### src/rtl/tone_dir_decoder_pkg.sv
// Shared codes for the tone direction decoder: direction codes, band limits and FSM states.
// The drive controller imports the same definitions.
package tone_dir_decoder_pkg;

  typedef enum logic [2:0] {
    TD_HOLD    = 3'd0,
    TD_FORWARD = 3'd1,
    TD_LEFT    = 3'd2,
    TD_RIGHT   = 3'd3,
    TD_REVERSE = 3'd4,
    TD_STOP    = 3'd6
  } tone_dir_e;

  typedef enum logic [1:0] {
    T_IDLE     = 2'd0,
    T_MEASURE  = 2'd1,
    T_CLASSIFY = 2'd2,
    T_LOCKED   = 2'd3
  } tone_state_e;

  localparam int unsigned TB_FWD_LO = 7;
  localparam int unsigned TB_FWD_HI = 13;
  localparam int unsigned TB_LFT_LO = 17;
  localparam int unsigned TB_LFT_HI = 23;
  localparam int unsigned TB_RGT_LO = 27;
  localparam int unsigned TB_RGT_HI = 33;
  localparam int unsigned TB_REV_LO = 37;
  localparam int unsigned TB_REV_HI = 43;
  localparam int unsigned TB_STP_LO = 47;
  localparam int unsigned TB_STP_HI = 53;

  // Inclusive band limits; the gaps between bands deliberately decode to no band.
  function automatic tone_dir_e band_of(input logic [31:0] cnt);
    if (cnt >= TB_FWD_LO && cnt <= TB_FWD_HI) return TD_FORWARD;
    if (cnt >= TB_LFT_LO && cnt <= TB_LFT_HI) return TD_LEFT;
    if (cnt >= TB_RGT_LO && cnt <= TB_RGT_HI) return TD_RIGHT;
    if (cnt >= TB_REV_LO && cnt <= TB_REV_HI) return TD_REVERSE;
    if (cnt >= TB_STP_LO && cnt <= TB_STP_HI) return TD_STOP;
    return TD_HOLD;
  endfunction

endpackage

### src/rtl/tone_dir_decoder_if.sv
// Request/tone inputs and decoded direction outputs between drive controller and decoder.
interface tone_dir_decoder_if
  import tone_dir_decoder_pkg::*;
#(
  parameter int CNT_W = 16
);
  logic             enableToneDetection;
  logic             toneIn;
  tone_dir_e        toneDir;
  logic             toneLocked;
  logic [CNT_W-1:0] lastCount;

  modport master (
    output enableToneDetection,
    output toneIn,
    input  toneDir,
    input  toneLocked,
    input  lastCount
  );

  modport slave (
    input  enableToneDetection,
    input  toneIn,
    output toneDir,
    output toneLocked,
    output lastCount
  );
endinterface

### src/rtl/tone_window_counter.sv
// Synchronizes the tone, detects rising edges and counts them over a fixed gate window.
// The edge count saturates; an edge on the window boundary counts into the new window.
module tone_window_counter #(
  parameter int GATE_CYCLES = 500_000,
  parameter int CNT_W       = 16
) (
  input  logic             clk,
  input  logic             rst,
  input  logic             run_i,
  input  logic             tone_i,
  output logic             win_done_o,
  output logic [CNT_W-1:0] count_o
);
  localparam int WIN_W = (GATE_CYCLES > 1) ? $clog2(GATE_CYCLES) : 1;
  localparam logic [WIN_W-1:0] WIN_LAST = WIN_W'(GATE_CYCLES - 1);

  logic [2:0]       sync_q;
  logic             pulse_q;
  logic [WIN_W-1:0] win_q, win_d;
  logic [CNT_W-1:0] edges_q, edges_d;
  logic             win_done;

  // sync_q[1:0] is the metastability chain, sync_q[2] the previous sample
  always_ff @(posedge clk or negedge rst) begin
    if (!rst) begin
      sync_q  <= '0;
      pulse_q <= 1'b0;
    end else begin
      sync_q  <= {sync_q[1:0], tone_i};
      pulse_q <= sync_q[1] & ~sync_q[2];
    end
  end

  assign win_done = run_i && (win_q == WIN_LAST);

  always_comb begin
    win_d   = win_q;
    edges_d = edges_q;
    if (!run_i) begin
      win_d   = '0;
      edges_d = '0;
    end else if (win_done) begin
      win_d   = '0;
      edges_d = pulse_q ? CNT_W'(1) : '0;
    end else begin
      win_d = win_q + 1'b1;
      if (pulse_q && (edges_q != '1)) edges_d = edges_q + 1'b1;
    end
  end

  always_ff @(posedge clk or negedge rst) begin
    if (!rst) begin
      win_q   <= '0;
      edges_q <= '0;
    end else begin
      win_q   <= win_d;
      edges_q <= edges_d;
    end
  end

  assign win_done_o = win_done;
  assign count_o    = edges_q;

endmodule

### src/rtl/tone_dir_decoder.sv
// Maps the per-window tone edge count to a direction band and reports it once
// CONFIRM_WINDOWS consecutive windows agree; dropping the enable returns to TD_HOLD.
module tone_dir_decoder
  import tone_dir_decoder_pkg::*;
#(
  parameter int GATE_CYCLES     = 500_000,
  parameter int CONFIRM_WINDOWS = 3,
  parameter int CNT_W           = 16
) (
  input  logic               clk,
  input  logic               rst,
  tone_dir_decoder_if.slave  bus
);
  localparam logic [3:0] CONFIRM = 4'(CONFIRM_WINDOWS);

  tone_state_e      state_q, state_d;
  tone_dir_e        cand_q, cand_d;
  tone_dir_e        dir_q, dir_d;
  tone_dir_e        band;
  logic [3:0]       match_q, match_d;
  logic             locked_q, locked_d;
  logic [CNT_W-1:0] last_q;
  logic [CNT_W-1:0] count;
  logic             win_done;
  logic             run;

  // The next window keeps counting while the finished one is classified.
  assign run = (state_q == T_MEASURE) || (state_q == T_CLASSIFY);

  tone_window_counter #(
    .GATE_CYCLES (GATE_CYCLES),
    .CNT_W       (CNT_W)
  ) u_win (
    .clk        (clk),
    .rst        (rst),
    .run_i      (run),
    .tone_i     (bus.toneIn),
    .win_done_o (win_done),
    .count_o    (count)
  );

  assign band = band_of(32'(last_q));

  always_comb begin
    state_d  = state_q;
    cand_d   = cand_q;
    match_d  = match_q;
    dir_d    = dir_q;
    locked_d = locked_q;
    unique case (state_q)
      T_IDLE: begin
        dir_d    = TD_HOLD;
        locked_d = 1'b0;
        cand_d   = TD_HOLD;
        match_d  = '0;
        if (bus.enableToneDetection) state_d = T_MEASURE;
      end
      T_MEASURE: begin
        if (win_done) state_d = T_CLASSIFY;
      end
      T_CLASSIFY: begin
        if (band == TD_HOLD) begin
          cand_d  = TD_HOLD;
          match_d = '0;
        end else if (band != cand_q) begin
          cand_d  = band;
          match_d = 4'd1;
        end else if (match_q != 4'hF) begin
          match_d = match_q + 4'd1;
        end
        if (match_d == CONFIRM) begin
          state_d  = T_LOCKED;
          dir_d    = cand_d;
          locked_d = 1'b1;
        end else begin
          state_d = T_MEASURE;
        end
      end
      T_LOCKED: begin
      end
    endcase
    // Losing the request wins over any window result arriving on the same cycle.
    if (!bus.enableToneDetection) begin
      state_d  = T_IDLE;
      dir_d    = TD_HOLD;
      locked_d = 1'b0;
    end
  end

  always_ff @(posedge clk or negedge rst) begin
    if (!rst) begin
      state_q  <= T_IDLE;
      cand_q   <= TD_HOLD;
      match_q  <= '0;
      dir_q    <= TD_HOLD;
      locked_q <= 1'b0;
      last_q   <= '0;
    end else begin
      state_q  <= state_d;
      cand_q   <= cand_d;
      match_q  <= match_d;
      dir_q    <= dir_d;
      locked_q <= locked_d;
      if (win_done) last_q <= count;
    end
  end

  assign bus.toneDir    = dir_q;
  assign bus.toneLocked = locked_q;
  assign bus.lastCount  = last_q;

endmodule

### src/flat_wrapper.sv
// flat-port wrapper written by rule: the top's interface ports become plain ports
module tone_dir_decoder_flat import tone_dir_decoder_pkg::*;
#(
  parameter int GATE_CYCLES     = 500_000,
  parameter int CONFIRM_WINDOWS = 3,
  parameter int CNT_W           = 16
)
  (clk, rst, bus_enableToneDetection, bus_toneIn, bus_toneDir, bus_toneLocked, bus_lastCount);
  tone_dir_decoder_if #(.CNT_W(CNT_W)) bus_i ();
  input  logic clk;
  input  logic rst;
  input wire logic [$bits(bus_i.enableToneDetection)-1:0] bus_enableToneDetection;
  input wire logic [$bits(bus_i.toneIn)-1:0] bus_toneIn;
  output wire logic [$bits(bus_i.toneDir)-1:0] bus_toneDir;
  output wire logic [$bits(bus_i.toneLocked)-1:0] bus_toneLocked;
  output wire logic [$bits(bus_i.lastCount)-1:0] bus_lastCount;
  assign bus_i.enableToneDetection = bus_enableToneDetection;
  assign bus_i.toneIn = bus_toneIn;
  assign bus_toneDir = bus_i.toneDir;
  assign bus_toneLocked = bus_i.toneLocked;
  assign bus_lastCount = bus_i.lastCount;
  tone_dir_decoder #(.GATE_CYCLES(GATE_CYCLES), .CONFIRM_WINDOWS(CONFIRM_WINDOWS), .CNT_W(CNT_W)) u_core (.clk(clk), .rst(rst), .bus(bus_i));
endmodule
### config.mk
export PLATFORM = sky130hd
export DESIGN_NAME = tone_dir_decoder_flat
export DESIGN_NICKNAME = d
export VERILOG_FILES = /design/src/rtl/tone_dir_decoder_pkg.sv /design/src/rtl/tone_dir_decoder_if.sv /design/src/rtl/tone_window_counter.sv /design/src/rtl/tone_dir_decoder.sv /design/src/flat_wrapper.sv
export SDC_FILE = /design/constraint.sdc
export NUM_CORES = 1
export LEC_CHECK = 0
export ABC_AREA = 1
export BUFFER_PORTS_ARGS = -buffer_cell sky130_fd_sc_hd__buf_2
export CAP_MARGIN = 10
export CORE_MARGIN = 4
export CORE_UTILIZATION = 35
export DETAILED_ROUTE_END_ITERATION = 10
export SYNTH_ARGS = -nofsm -noshare
export SYNTH_HDL_FRONTEND = slang
export SYNTH_HIERARCHICAL = 1
export SYNTH_SLANG_ARGS = --single-unit
### constraint.sdc
create_clock -name clk -period 2.9 [get_ports clk]
set_input_delay 0.435 -clock clk [delete_from_list [all_inputs] [get_ports clk]]
set_output_delay 0.435 -clock clk [all_outputs]
set_load 0.02 [all_outputs]
# Word-level counts from Yosys, hierarchy flattened
# Cells that the tools add are included.
[word_totals] out_inout_bits=20 register_bits=68 in_bits=4 word_cells=99
[op_classes] n_reduce_logical=13 magnitude_cmp=10 n_eq_ne=12 n_addsub=3 n_bitwise=2 muxes=49
[op_table] operator="$le 16x6->1 const B" count=3
[op_table] operator="$mux 16" count=3
[op_table] operator="$mux 3" count=14
[op_table] operator="$mux 19" count=2
[op_table] operator="$ge 16x5->1 const B" count=2
[op_table] operator="$ge 16x6->1 const B" count=2
[op_table] operator="$add 19x1->19 const B" count=1
[op_table] operator="$eq 19x19->1 const B" count=1
[op_table] operator="$mux 1" count=18
[op_table] operator="$add 16x1->16 const B" count=1
[op_table] operator="$ge 16x3->1 const B" count=1
[op_table] operator="$le 16x4->1 const B" count=1
[op_table] operator="$le 16x5->1 const B" count=1
[op_table] operator="$mux 4" count=4
[op_table] operator="$ne 16x16->1 const B" count=1
[op_table] operator="$pmux 3 s2" count=2
[op_table] operator="$pmux 4 s2" count=1
[op_table] operator="$logic_and 1x1->1" count=7
[op_table] operator="$mux 2" count=3
[op_table] operator="$ne 3x1->1 const B" count=2
[op_table] operator="$ne 3x3->1 const B" count=2
[op_table] operator="$pmux 2 s3" count=1
[op_table] operator="$add 4x1->4 const B" count=1
[op_table] operator="$eq 4x2->1 const B" count=1
[op_table] operator="other kinds (13)" count=14

# Depth between registers and ports, before layout
# Gate-level depths: netlist of the first run.
[depth] depth_word=26 depth_mapped=18 ltp_nobuf=18

# Hierarchy
# Netlist of the first run, hierarchy kept.
[by_module_without_submodules] module="tone_window_counter" cells_per_inst=322 area_per_inst_um2=2356.0 n_inst=1 seq_area_each_um2=975.9
[by_module_without_submodules] module="tone_dir_decoder" cells_per_inst=222 area_per_inst_um2=1695.4 n_inst=1 seq_area_each_um2=725.7

# Worst setup path after synthesis of the first run
# No wires, ideal clock.
[synth_timing] path_kind="register to register" startpoint="reg u_core.state_q[1]" endpoint="reg u_core.state_q[1]" period_less_slack_ps=1891 stages_incl_launch_ff=12 arrival_ps=1826 slack_ps=1009 required_time_ps=2835 n_path_buf=1 setup_time_ps=65 path_cell_list="dfrtp_1 -> inv_1 -> ha_1 -> buf_2 -> inv_1 -> nor3_1 -> inv_1 -> o21ai_0 -> a21oi_1 -> nor2_1 -> nand2_1 -> nand2_1"
[synth_between] elab_chain_cells=5 word_cells_on_any_way=10 classes_between="eq/ne (4); mux (2); reduce/logical (4)"
[synth_lines] element="start, declared" line_no="tone_dir_decoder.sv:16" rtl="tone_state_e state_q, state_d;"
[synth_lines] element="start signal, assigned" line_no="tone_dir_decoder.sv:99" rtl="state_q <= state_d;"
[synth_lines] element="$eq 2x1->1 / $eq 2x2->1 (equally long branches)" line_no="tone_dir_decoder.sv:28" rtl="assign run = (state_q == T_MEASURE) || (state_q == T_CLASSIFY);"
[synth_lines] element="$logic_or 1x1->1 *" line_no="tone_dir_decoder.sv:28"
[synth_lines] element="via u_core.run" line_no="tone_dir_decoder.sv:25" rtl="logic run;"
[synth_lines] element="$logic_and 1x1->1 *" line_no="tone_window_counter.sv:34" rtl="assign win_done = run_i && (win_q == WIN_LAST);"
[synth_lines] element="via u_core.win_done" line_no="tone_dir_decoder.sv:24" rtl="logic win_done;"
[synth_lines] element="$ne 3x3->1 (no line) *"
[synth_lines] element="$reduce_and 2->1 (no line) *"
# Mark *: on every way through the listed nets, which the timed path passes. The rest lies on a longest branch.
# A chain may end at the register's enable or synchronous reset.

# Worst setup path in the final report of the first run
[layout_timing] startpoint="reg u_core.state_q[0]" endpoint="reg u_core.state_q[1]"
# Same word-level chain as after synthesis.

==> results of run 1 <==
-- cell type report --
type                    instances  area (um2)  share of cell area
clock inverters                 5       52.55             0.01134
multi-input cells             398        2046              0.4415
well taps                     143       178.9             0.03862
clock buffers                  10       239.0             0.05158
flip-flops and latches         68        1702              0.3673
inverters                      72       270.3             0.05833
repair buffers                 27       145.1             0.03133
-- registers in the layout, indices dropped and copies added, names as in the netlist --
signal	count
u_core/bus.lastCount	16
u_core/bus.toneDir	3
u_core/bus.toneLocked	1
u_core/cand_q	3
u_core/match_q	4
u_core/state_q	2
u_core/u_win/count_o	16
u_core/u_win/pulse_q	1
u_core/u_win/sync_q	3
u_core/u_win/win_q	19
-- kinds of logic after synthesis --
family | count (synthesis)
and+or+nand+nor | 337
DFF | 68
adders and majority gates | 6
xor gates and xnor gates | 10
buffers and inverters | 78
AOI/OAI and AO/OA | 45
-- critical path, stage by stage, from the launching register on --
cell and delay [ps]:
sky130_fd_sc_hd__dfrtp_1 360, sky130_fd_sc_hd__inv_1 90, sky130_fd_sc_hd__ha_1 340, sky130_fd_sc_hd__inv_1 280, sky130_fd_sc_hd__nor3_2 100, sky130_fd_sc_hd__inv_1 280, sky130_fd_sc_hd__o21ai_0 160, sky130_fd_sc_hd__a21oi_1 190
sky130_fd_sc_hd__nor2_1 70, sky130_fd_sc_hd__nand2_1 60, sky130_fd_sc_hd__nand2_1 50
-- layer usage --
metal	routed length (um)	global-route usage	share of wire	vias to the layer above
met2	4442	0.2442	0.49	77
li1	-	-	-	1806
met3	447	0.03812	0.049	17
met1	4105	0.1973	0.45	1639
met5	0	0	0	-
met4	128	0.05399	0.014	0
-- placed cells by master, fill, tap and decap left out, types with 4 or more instances in the layout --
master	Yosys	layout
sky130_fd_sc_hd__a21oi_1	14	14
sky130_fd_sc_hd__buf_4	0	4
sky130_fd_sc_hd__ha_1	6	6
sky130_fd_sc_hd__o21ai_1	5	5
sky130_fd_sc_hd__nor2_2	13	13
sky130_fd_sc_hd__buf_2	1	23
sky130_fd_sc_hd__nor2_1	64	64
sky130_fd_sc_hd__clkbuf_16	0	9
sky130_fd_sc_hd__nand2_2	12	12
sky130_fd_sc_hd__inv_1	62	62
sky130_fd_sc_hd__nand3_1	32	32
sky130_fd_sc_hd__nor3_1	13	12
sky130_fd_sc_hd__xor2_1	9	9
sky130_fd_sc_hd__nand2_1	160	160
sky130_fd_sc_hd__nand3_2	5	5
sky130_fd_sc_hd__o21ai_0	14	14
sky130_fd_sc_hd__nand4_1	22	22
sky130_fd_sc_hd__nor2_4	7	7
sky130_fd_sc_hd__dfrtp_1	68	68
sky130_fd_sc_hd__inv_2	10	10
-- power breakdown --
part	leakage, nW	switching, mW	internal [mW]
clock	0.144	0.386	0.678
sequential	0.938	0.0323	0.976
combinational	1.18	0.200	0.0731
total	2.26	0.619	1.73
-- worst min-delay path by stage --
stage | to | slack (ps) | cells past startpoint
floorplan | u_core/bus.lastCount[0]$_DFFE_PN0P_ | 140 | 0
global placement | u_core/u_win/sync_q[1]$_DFF_PN0_ | 340 | 0
detailed placement | u_core/u_win/sync_q[1]$_DFF_PN0_ | 330 | 0
CTS | u_core/bus.lastCount[5]$_DFFE_PN0P_ | 70 | 1
global route | u_core/bus.lastCount[5]$_DFFE_PN0P_ | 100 | 1
finish | u_core/bus.lastCount[5]$_DFFE_PN0P_ | 60 | 1
==> results.py, run 1 <==
metrics = {
    "setup_path": {
        "rr_endpoint": "u_core/state_q[1]$_DFFE_PN0P_",
        "r2r_setup_slack_ps": 810,
        "worst_r2r_path_depth": 10,
        "timing.critical_path.arrival_ps": 2310,
        "critical_path.reg2reg.startpoint": "u_core/state_q[0]$_DFFE_PN0P_",
        "critPathKind": "register to register",
        "endpoint_kind": "register",
        "critical_path.max_fanout": 12,
        "crit_end": "u_core/state_q[1]$_DFFE_PN0P_",
        "critical_path.startpoint_type": "register",
        "critical_path.startpoint": "u_core/state_q[0]$_DFFE_PN0P_",
        "critical_path_required_ps": 3120,
    },
    "place": {
        "buffer_ports.inserted": 23,
        "place_inst": 708,
        "hpwlAfterDp_um": 6899,
        "placed_instance_area_um2": 4342,
        "pre_cts_slack_ps": 835.2,
        "place.gp.congestion": 0.8941,
    },
    "logic_synthesis": {
        "synth.ff_latch_count": 68,
        "synth.cells.most_frequent": "sky130_fd_sc_hd__nand2_1 (160), sky130_fd_sc_hd__dfrtp_1 (68), sky130_fd_sc_hd__nor2_1 (64)",
        "yosys.area.top_type_share": 0.4200,
        "synth-seq-area-share": 0.4200,
        "synth_simple_gate_area_share": 0.3996,
        "synth_area_per_cell_um2": 7.447,
        "synth_warnings": 6,
        "post_synth_mux_area_share": 0,
        "synth_area_leaders": "sky130_fd_sc_hd__dfrtp_1 (42%), sky130_fd_sc_hd__nand2_1 (15%), sky130_fd_sc_hd__nor2_1 (5.9%), sky130_fd_sc_hd__inv_1 (5.7%), sky130_fd_sc_hd__nand3_1 (4.0%)",
        "synth_top_family_by_area": "simple AND/OR/NAND/NOR gates",
        "postSynth.topFlopCell": "sky130_fd_sc_hd__dfrtp_1",
        "nets_in_the_synthesized_netlist": 554,
        "number_of_enable_flip_flop_cells_after_synthesis": 0,
        "synth.most_common_cell": "sky130_fd_sc_hd__nand2_1",
        "synthAdderAreaFrac": 0.01853,
        "post_synth_xor_area_fraction": 0.02162,
        "synth_compound_area_frac": 0.06393,
        "yosysUniqueCellTypes": 35,
        "syn_inst": 544,
        "async_flop_share": 1.000,
        "synth_top_cell_by_area": "sky130_fd_sc_hd__dfrtp_1",
        "netlist_area_um2": 4051,
    },
    "sta": {
        "fin_setup_tns_ps": 0,
        "finalHoldViolations": 0,
        "rsz0062_at_grt": "no",
        "max_freq_mhz": 477.4,
        "timing_max_transition_violations_final": 0,
        "slew-limit-headroom": 0.6682,
        "finalCriticalPeriod_ps": 2094,
        "final.setup.worst_slack_ps": 805.5,
        "timing_worst_slew_pin_value_ps": 496.6,
        "final.hold.worst_slack_ps": 55.91,
        "worst_setup_skew_after_layout_ps": 7.007,
        "post-route-period-util": 0.7222,
        "finalSetupViolCount": 0,
    },
    "die": {
        "design.portCount": 24,
        "die_w_um": 115.6,
        "starting_utilization_of_the_core_area": 0.3563,
        "design.core.area_um2": 11370,
        "dieHeight_um": 115.6,
        "fp.dieArea_um2": 13360,
        "core.rowCount": 39,
    },
    "clock_network": {
        "htreeDepth": 3,
        "tritoncts_num_sinks": 68,
        "clk_pin_slew_worst_paths_ps": 60,
        "cts_resized": 0,
        "cts_stage_hold_buffer_count": 0,
        "clock_latency_at_the_later_pin_of_the_worst_skew_pair_ps": 330,
        "cts_setup_buffers": 0,
        "root_buffer": "sky130_fd_sc_hd__clkbuf_16",
        "tritoncts": "yes",
        "numCtsBuffers": 9,
        "clock_tree.buffer_depth": 2,
    },
    "grt": {
        "grt_util_all_layers": 0.1512,
        "grt_antenna_before_repair": 0,
        "global_route.overflow_total": 0,
        "largest_net_degree_at_the_start_of_global_routing": 26,
        "grt_pass1_wl_um": 16220,
        "number_of_global_route_vias_before_repair": 3467,
    },
    "routing": {
        "initialDrtViolationCount": 308,
        "detailed_route_wire_length_um": 9124,
        "drt_first_pass_iters": 5,
        "post_drt_via_cell_ratio": 4.895,
        "ant_nets": 0,
        "drt_drc_violations_left": 0,
        "via_count": 3539,
        "routed_wire_length_per_instance_um": 12.62,
    },
    "power": {
        "power.density_cell_area_nw_per_um2": 506.4,
        "peakVddDrop_uv": 267.0,
        "total_power_mw": 2.346,
        "cellLeakagePower_nw": 2.264,
    },
    "cells_and_area": {
        "finish.net_count": 586,
        "fillers": 1153,
        "postLayoutCoreUtil": 0.4075,
        "areaGrowthSynthToFinish_pct": 14.36,
        "final_layout_size_suffix_gt1_frac": 0.1793,
        "design_area_um2": 4633,
        "final-instance-count-excl-fill": 723,
        "num_antenna_cells": 0,
    },
    "job": {
        "maxCapViolCount": 0,
    },
    "run_status": {
        "run_status": "complete, no violations",
    },
    "worst_hold_path": {
        "worstHoldPathType": "primary input to asynchronous set/reset pin",
    },
}
Power figures use the tool's default switching activity.
==> run 2: changes to the inputs <==
==> constraint.sdc (replaced) <==
create_clock -name clk -period 2.1 [get_ports clk]
set_input_delay 0.315 -clock clk [delete_from_list [all_inputs] [get_ports clk]]
set_output_delay 0.315 -clock clk [all_outputs]
set_load 0.02 [all_outputs]
==> run 2 against run 1 <==
Largest power group unchanged. Non-clock buffer count is 14 higher. Power is 42% higher. Global-route usage is 0.059 points lower. The flow now finishes with violations (hold timing). Count of clock-buffer cells in the layout is 5 higher. Critical path depth is 3 higher. Setup slack worse by 720 ps.
==> results.py, run 2 (synthesis results as in run 1) <==
metrics = {
    "run_status": {
        "run_status": "finished with violations",
        "failed_checks": "hold timing",
    },
    "sta": {
        "slew-limit-headroom": 0.7245,
        "worst_setup_skew_after_layout_ps": 4.038,
        "finalCriticalPeriod_ps": 2018,
        "timing_worst_slew_pin_value_ps": 412.3,
        "max_freq_mhz": 495.6,
        "rsz0062_at_grt": "yes",
        "timing_max_transition_violations_final": 0,
        "post-route-period-util": 0.9609,
        "final.hold.worst_slack_ps": -0.7966,
        "finalHoldViolations": 1,
        "finalSetupViolCount": 0,
    },
    "setup_path": {
        "critPathKind": "register to register",
        "critical_path.max_fanout": 6,
        "timing.critical_path.arrival_ps": 2240,
        "endpoint_kind": "register",
        "r2r_setup_slack_ps": 80,
        "critical_path.startpoint_type": "register",
        "critical_path_required_ps": 2320,
    },
    "routing": {
        "via_count": 3636,
        "initialDrtViolationCount": 254,
        "drt_drc_violations_left": 0,
        "ant_nets": 0,
        "drt_first_pass_iters": 4,
        "detailed_route_wire_length_um": 9605,
        "post_drt_via_cell_ratio": 4.927,
        "routed_wire_length_per_instance_um": 13.01,
    },
    "cells_and_area": {
        "mostFrequentLayoutCell": "sky130_fd_sc_hd__nand2_1",
        "finish.net_count": 600,
        "final_layout_size_suffix_gt1_frac": 0.2420,
        "num_antenna_cells": 0,
        "largest_register_ff_count": 19,
        "most-common-layout-cells": "sky130_fd_sc_hd__nand2_1 (150), sky130_fd_sc_hd__dfrtp_1 (64), sky130_fd_sc_hd__inv_1 (62)",
        "areaGrowthSynthToFinish_pct": 20.69,
        "final-instance-count-excl-fill": 738,
        "registers.top_by_ff_count": "u_core/u_win/win_q",
    },
    "grt": {
        "global_route.overflow_total": 0,
        "largest_net_degree_at_the_start_of_global_routing": 69,
        "grt_antenna_before_repair": 0,
        "number_of_global_route_vias_before_repair": 3495,
        "grt_pass1_wl_um": 16080,
        "grt_util_all_layers": 0.1506,
    },
    "clock_network": {
        "root_buffer": "sky130_fd_sc_hd__clkbuf_16",
        "tritoncts": "yes",
        "htreeDepth": 3,
        "clock_tree.buffer_depth": 2,
        "clock_latency_at_the_later_pin_of_the_worst_skew_pair_ps": 330,
        "numCtsBuffers": 9,
        "clk_pin_slew_worst_paths_ps": 50,
        "tritoncts_num_sinks": 68,
    },
    "place": {
        "place.gp.congestion": 0.8572,
        "place_inst": 713,
        "hpwlAfterDp_um": 6789,
        "buffer_ports.inserted": 23,
    },
    "die": {
        "die_w_um": 115.6,
        "design.portCount": 24,
        "core.rowCount": 39,
        "fp.dieArea_um2": 13360,
        "starting_utilization_of_the_core_area": 0.3563,
        "design.core.area_um2": 11370,
        "dieHeight_um": 115.6,
    },
    "worst_hold_path": {
        "worstHoldPathType": "primary input to asynchronous set/reset pin",
    },
    "power": {
        "cellLeakagePower_nw": 2.365,
        "total_power_mw": 3.323,
        "peakVddDrop_uv": 379.8,
        "power.density_cell_area_nw_per_um2": 679.6,
    },
    "job": {
        "maxCapViolCount": 0,
    },
}
==> run 2: cell types whose count changed in the layout (fill, tap and decap cells not counted), sizes merged <==
cell	before	now
clkinvlp	1	0
clkbuf	10	15
buf	27	41
clkinv	3	0
==> run 2: critical path, stage by stage, from the launching register on <==
cell                       delay [ps]
sky130_fd_sc_hd__dfrtp_1          410
sky130_fd_sc_hd__nor2_4           200
sky130_fd_sc_hd__nand2_1          130
sky130_fd_sc_hd__a31oi_2          220
sky130_fd_sc_hd__nand3_4          130
sky130_fd_sc_hd__nand3_2          110
sky130_fd_sc_hd__nand2_2           60
sky130_fd_sc_hd__nor2_4           140
sky130_fd_sc_hd__and2_4           170
sky130_fd_sc_hd__nand3b_4         100
sky130_fd_sc_hd__nand2_4          100
sky130_fd_sc_hd__nand2_2           40
sky130_fd_sc_hd__nand2_1           50
sky130_fd_sc_hd__nand2_1           50
==> run 2: worst paths after layout <==
kind,endpoint,depth (start not counted),start
setup / recovery,u_core/state_q[1]$_DFFE_PN0P_,13,u_core/bus.lastCount[7]$_DFFE_PN0P_
hold / removal,u_core/bus.lastCount[0]$_DFFE_PN0P_,2,rst
setup reg to reg,u_core/state_q[1]$_DFFE_PN0P_,13,u_core/bus.lastCount[7]$_DFFE_PN0P_
hold reg to reg,u_core/u_win/sync_q[1]$_DFF_PN0_,0,u_core/u_win/sync_q[0]$_DFF_PN0_
max in group asynchronous,u_core/bus.lastCount[4]$_DFFE_PN0P_,2,rst
min in group clk,u_core/u_win/sync_q[0]$_DFF_PN0_,1,bus_toneIn
==> run 2: what timing repair did <==
| action | in CTS | in global routing |
|---|---|---|
| resized for setup | 0 | 37 |
| hold buffers | 0 | 0 |
| endpoints found under the hold margin | 0 | 0 |
| setup buffers | 0 | 9 |
| endpoints found under the setup margin | 0 | 7 |
==> run 2: metrics by stage <==
step / setup WS [ps] / TNS (ps) / hold WS [ps] / utilization / area [um2]
floorplan: 209.4 / 0 / 19.41 / - / 4051
global placement: 58.92 / 0 / 338.4 / 0.3863 / 4392
detailed placement: 12.96 / 0 / 334.7 / 0.3863 / 4392
CTS: 1.434 / 0 / 16.97 / 0.4125 / 4690
global route: -48.90 / -174.3 / 37.95 / 0.4301 / 4890
finish: 82.14 / 0 / -0.7966 / 0.4301 / 4890
==> run 2: power breakdown <==
part,switching [mW],total (mW),leakage [nW],internal (mW)
clock,0.534,1.52,0.144,0.986
combinational,0.283,0.413,1.29,0.130
sequential,0.0424,1.39,0.931,1.35
total,0.859,3.32,2.36,2.46
==> run 2: cell type report <==
cell class / count / area [um2]
Clock buffer: 15 / 267.8
Clock inverter: 1 / 30.03
Fill cell: 1144 / 6480
Inverter: 72 / 270.3
Multi-Input combinational cell: 398 / 2173
Sequential cell: 68 / 1707
Tap cell: 143 / 178.9
Timing Repair Buffer: 41 / 262.8
==> run 2: metal layers <==
metal	track usage	wire (um)	vias up	share of wire
met3	0.03499	363	18	0.038
li1	-	-	1829	-
met4	0.06651	211	0	0.022
met2	0.2465	4697	61	0.49
met1	0.1902	4332	1728	0.45
met5	0	0	-	0
